--- src/rtl/load_unit.sv ---
// load_unit: effective-address generation, single word read over a
// valid/ready memory port, lane extraction/extension and write-back.
// Ports:
//   clk, rst           : clock, synchronous active-high reset
//   req_valid/ready    : decoded load handshake (rs1_data, imm, rd, load_control)
//   mem_req_valid/ready: word-aligned read request on mem_addr
//   mem_rsp_valid      : read data strobe for mem_rdata
//   wb_valid/rd/data   : one-cycle write-back strobe and payload
//   misaligned         : fault strobe, coincident with wb_valid
module load_unit #(
   parameter int XLEN   = 32,
   parameter int ADDR_W = 32
) (
   input  logic              clk,
   input  logic              rst,
   input  logic              req_valid,
   output logic              req_ready,
   input  logic [XLEN-1:0]   rs1_data,
   input  logic [11:0]       imm,
   input  logic [4:0]        rd,
   input  logic [2:0]        load_control,
   output logic              mem_req_valid,
   input  logic              mem_req_ready,
   output logic [ADDR_W-1:0] mem_addr,
   input  logic              mem_rsp_valid,
   input  logic [XLEN-1:0]   mem_rdata,
   output logic              wb_valid,
   output logic [4:0]        wb_rd,
   output logic [XLEN-1:0]   wb_data,
   output logic              misaligned
);

   typedef enum logic [2:0] {
      S_IDLE,
      S_REQ,
      S_WAIT,
      S_WB,
      S_FAULT
   } state_t;

   localparam logic [2:0] LH  = 3'd1;
   localparam logic [2:0] LW  = 3'd2;
   localparam logic [2:0] LBU = 3'd4;
   localparam logic [2:0] LHU = 3'd5;

   state_t            r_state;
   state_t            w_next;
   logic [ADDR_W-1:0] r_ea;
   logic [ADDR_W-1:0] w_ea;
   logic [4:0]        r_rd;
   logic [2:0]        r_ctl;
   logic [4:0]        r_wb_rd;
   logic [XLEN-1:0]   r_wb_data;
   logic [XLEN-1:0]   w_ext;
   logic [7:0]        w_byte;
   logic [15:0]       w_half;
   logic              w_accept;
   logic              w_mis;

   assign w_accept = req_valid && (r_state == S_IDLE);
   assign w_ea     = rs1_data[ADDR_W-1:0]
                   + {{(ADDR_W-12){imm[11]}}, imm};

   // Alignment is judged on the unregistered address so the fault
   // path can skip the memory request entirely.
   always_comb begin
      w_mis = 1'b0;
      case (load_control)
         LH, LHU: w_mis = w_ea[0];
         LW:      w_mis = |w_ea[1:0];
         default: w_mis = 1'b0;
      endcase
   end

   assign w_byte = mem_rdata[{r_ea[1:0], 3'b000} +: 8];
   assign w_half = mem_rdata[{r_ea[1], 4'b0000} +: 16];

   always_comb begin
      w_ext = {{(XLEN-8){w_byte[7]}}, w_byte};
      case (r_ctl)
         LH:      w_ext = {{(XLEN-16){w_half[15]}}, w_half};
         LW:      w_ext = mem_rdata;
         LBU:     w_ext = {{(XLEN-8){1'b0}}, w_byte};
         LHU:     w_ext = {{(XLEN-16){1'b0}}, w_half};
         default: w_ext = {{(XLEN-8){w_byte[7]}}, w_byte};
      endcase
   end

   always_comb begin
      w_next = r_state;
      case (r_state)
         S_IDLE: begin
            if (w_accept) w_next = w_mis ? S_FAULT : S_REQ;
         end
         S_REQ: begin
            if (mem_req_ready) w_next = S_WAIT;
         end
         S_WAIT: begin
            if (mem_rsp_valid) w_next = S_WB;
         end
         S_WB:    w_next = S_IDLE;
         S_FAULT: w_next = S_IDLE;
         default: w_next = S_IDLE;
      endcase
   end

   always_ff @(posedge clk) begin
      if (rst) begin
         r_state   <= S_IDLE;
         r_ea      <= '0;
         r_rd      <= '0;
         r_ctl     <= '0;
         r_wb_rd   <= '0;
         r_wb_data <= '0;
      end else begin
         r_state <= w_next;
         if (w_accept) begin
            r_ea  <= w_ea;
            r_rd  <= rd;
            r_ctl <= load_control;
            if (w_mis) begin
               r_wb_rd   <= rd;
               r_wb_data <= '0;
            end
         end
         if (r_state == S_WAIT && mem_rsp_valid) begin
            r_wb_rd   <= r_rd;
            // x0 is hardwired to zero, so its write-back carries zero.
            r_wb_data <= (r_rd == 5'd0) ? '0 : w_ext;
         end
      end
   end

   assign req_ready     = (r_state == S_IDLE);
   assign mem_req_valid = (r_state == S_REQ);
   assign mem_addr      = {r_ea[ADDR_W-1:2], 2'b00};
   assign wb_valid      = (r_state == S_WB) || (r_state == S_FAULT);
   assign misaligned    = (r_state == S_FAULT);
   assign wb_rd         = r_wb_rd;
   assign wb_data       = r_wb_data;

endmodule

--- config.mk ---
export PLATFORM = sky130hd
export DESIGN_NAME = load_unit
export DESIGN_NICKNAME = d
export VERILOG_FILES = /design/src/rtl/load_unit.sv
export SDC_FILE = /design/constraint.sdc
export NUM_CORES = 1
export LEC_CHECK = 0
export CAP_MARGIN = 40
export CORE_ASPECT_RATIO = 1.1
export CORE_UTILIZATION = 52
export CTS_CLUSTER_DIAMETER = 50
export DETAILED_ROUTE_END_ITERATION = 10
export PLACE_DENSITY = 0.87
export SETUP_SLACK_MARGIN = 0.3
export SYNTH_ARGS = -nofsm -noshare
export SYNTH_HDL_FRONTEND = slang
export SYNTH_SLANG_ARGS = --single-unit
--- constraint.sdc ---
create_clock -name clk -period 9 [get_ports clk]
set_clock_uncertainty 0.05 [all_clocks]
set_input_delay 2.25 -clock clk [delete_from_list [all_inputs] [get_ports clk]]
set_output_delay 2.25 -clock clk [all_outputs]
set_load 0.03 [all_outputs]
==> impl_metrics.csv <==
group,metric,value,unit
setup_path,crit_chain,"clkdlybuf4s50_1, ha_1, a21oi_1, o21ai_0, a22oi_1, o21ai_0, o22ai_1, nor3_1, a221o_1",
finish,final_util,69.5,%
setup_path,cp_num_buf_inv,1,
global_route,antenna_found_initial,0,
cts,clock-sinks,80,
finish,diodes,0,
drt,top_layer_used,"met4",
finish,final_common_cell,"clkdlybuf4s50_1",
place,port-buffer-count,159,
cts,tritoncts,"yes",
finish,final_nets,966,
sta,slew_viol_final,0,
setup_path,worst-r2r-setup-slack,6.55,ns
synth,ys_types,60,
synth,yosysTopAreaCell,"dfxtp_1",
cts,clock_path_buffers,2,
setup_path,critPathTopFamily,"compound AO/OA/AOI/OAI gates",
sta,worstMarginPinSlew,0.880,ns
drt,post-route-drc-count,0,
setup_path,crit_end,"r_ea[31]",
global_route,grt_max_degree,71,
sta,max_slew_margin,41.1,%
pwr,p_per_area,162,nW/µm²
pwr,p_int,0.759,mW
setup_path,cp_max_fo,21,
pwr,leakage,2.72,nW
synth,syn_inst,755,
cts,hold_buffers,0,
place,dpl_cell_area,6920,µm²
die,die_w,100,µm
pwr,switching_power,0.408,mW
synth,synth_ff_type,"dfxtp_1",
die,fp.dieH,110,µm
drt,vias,5862,
drt,vias_per_cell,5.90,
setup_path,startpoint,"imm[11]",
pwr,power_frac_seq,34.4,%
setup_path,worstSetupPathDepth,9,
synth,yosys_warnings,0,
global_route,grt_usage,31.3,%
sta,setup_viol,0,
pwr,peakVddDrop,0.105,mV
sta,hold_ws,0.400,ns
run,max-cap-violations,0,
synth,synth-seq-area-share,28.9,%
setup_path,crit_slowest_cell,"clkdlybuf4s50_1",
cts,post_cts_resized,0,
finish,drive_gt1_share,4.12,%
place,dp_slack,3.50,ns
global_route,grt_pass1_vias,5571,
pwr,total_power,1.17,mW
synth,synth_edf_count,0,
cts,clk_latency,0.33,ns
synth,synth_area_per_cell,7.33,µm²
setup_path,cp.required,9.18,ns
drt,drt_first_pass_iters,5,
sta,setup_tns,0,ns
cts,cts_setup_buffers,0,
pwr,netSwitchingFraction,35.0,%
finish,syn_to_final_growth,30.5,%
sta,hold_viol_final,0,
die,die_area,11100,µm²
drt,drt-total-wl,17200,µm
synth,synthArstFlopShare,0,%
synth,synth_seq_cells,80,
setup_path,crit_type,"in2reg",
global_route,overflow,0,
finish,final_cell_mix,"clkdlybuf4s50_1 (158), nand2_1 (119), a21oi_1 (118), dfxtp_1 (80), nor2_1 (56)",
global_route,grt_pass1_wl,27200,µm
finish,finish.instance_area,7220,µm²
pwr,power.combinational.fraction,33.4,%
setup_path,worst_setup_path_start_kind,"input port",
drt,wl_met1,7050,µm
die,io-pin-count,162,
cts,cts.clk_slew.worst_paths,0.07,ns
sta,period_needed,5.24,ns
setup_path,worst_ep_arrival_time,5.41,ns
drt,initialDrtViolationCount,254,
sta,period_share,58.2,%
setup_path,timing.rr.start,"r_state[1]",
pwr,clkPwrFrac,32.2,%
setup_path,reg2regPathDepth,9,
setup_path,rr_endpoint,"wb_rd[3]",
place,place.gp.congestion,0.931,
drt,ant_nets,0,
synth,synthTopCellsByArea,"dfxtp_1 (29%), a21oi_1 (11%), nand2_1 (8.1%), ha_1 (7.0%), buf_4 (4.3%)",
setup_path,crit_top_cell,"o21ai_0",
drt,routed-wl-met2,8270,µm
drt,wl_met3,1260,µm
synth,netlist.area_leader.share,28.9,%
place,place_hpwl,12800,µm
cts,cts_root_buffer,"clkbuf_16",
die,placementRows,39,
sta,rsz0062_at_grt,"false",
finish,stdcell_count,993,
cts,h-tree-depth,3,
die,initial_utilization,53.3,%
drt,wire_per_inst,17.3,µm
place,dp_cells,977,
setup_path,end_kind,"flop",
sta,setup_slack,3.76,ns
die,coreArea,10400,µm²
setup_path,slowest_delay,0.89,ns
cts,cts_buffers,9,
outcome,status,"completed",
synth,syn-cell-area,5540,µm²
sta,fmax,0.191,GHz
worst_hold_path,worstHoldPathType,"reg2reg",
## final cells by class
cell class,count,area (µm²)
well taps,143,179
repair buffers,167,1660
flip-flops and latches,80,1600
inverters,10,37.5
fillers,914,3170
clock inverters,7,78.8
multi-input cells,577,3440
clock buffers,9,225
## per-layer routing
metal | vias up | track usage [%]
met3 | 42 | 5.99
met1 | 2706 | 37.7
li1 | 2836 | -
met2 | 278 | 54.6
met5 | - | 0
met4 | 0 | 13.1
## worst register-to-register path, delay by kind of cell, from the launching register on
family | cells | cell delay [ns]
buf+inv | 2 | 0.73
flops | 1 | 0.48
compound gates | 1 | 0.12
simple gates | 6 | 0.95
## synthesized netlist by cell type, types with 11 or more instances
cell      count
a21o_1       11
a21oi_1     118
a31oi_1      12
buf_4        32
clkbuf_1     46
dfxtp_1      80
ha_1         31
mux2i_1      18
nand2_1     119
nand3_1      12
nor2_1       57
nor3_1       22
o21ai_0      38
o221ai_1     15
xor2_1       12
## flip-flops by register name (all words and copies together) (netlist names)
| register | flops |
|---|---|
| r_ctl | 3 |
| r_ea | 32 |
| wb_rd | 5 |
| wb_data | 32 |
| r_state | 3 |
| r_rd | 5 |
## power groups by stage
stage / combinational (mW) / clock (mW) / sequential [mW]
after CTS: 0.386 / 0.383 / 0.401
final: 0.390 / 0.376 / 0.402
after detailed placement: 0.383 / 0 / 0.409
after floorplan: 0.265 / 0 / 0.406
after global placement: 0.373 / 0 / 0.411
after global routing: 0.422 / 0.396 / 0.405
## kinds of logic (layout without fill, tap and decap cells)
logic type	count (synthesis)	in the layout	share of synthesized area (%)
simple gates	257	257	20.8
compound gates	245	245	26.8
buf+inv	99	193	9.08
flops	80	80	28.9
fa+ha+maj	32	32	7.37
xor+xnor	22	22	3.48
mux	19	19	3.46
other cells	1	2	0.0677
## how the worst min path moves through the flow
stage                  start  endpoint  slack (ns)  depth (start not counted)
floorplan           r_ea[17]  r_ea[17]        0.38                          2
global placement    r_ea[10]  r_ea[10]        0.39                          2
finish              r_ea[12]  r_ea[12]        0.40                          2
detailed placement  r_ea[10]  r_ea[10]        0.39                          2
global route        r_ea[12]  r_ea[12]        0.42                          2
CTS                 r_ea[12]  r_ea[12]        0.40                          2
No activity file was read; power rests on OpenSTA's default activity.
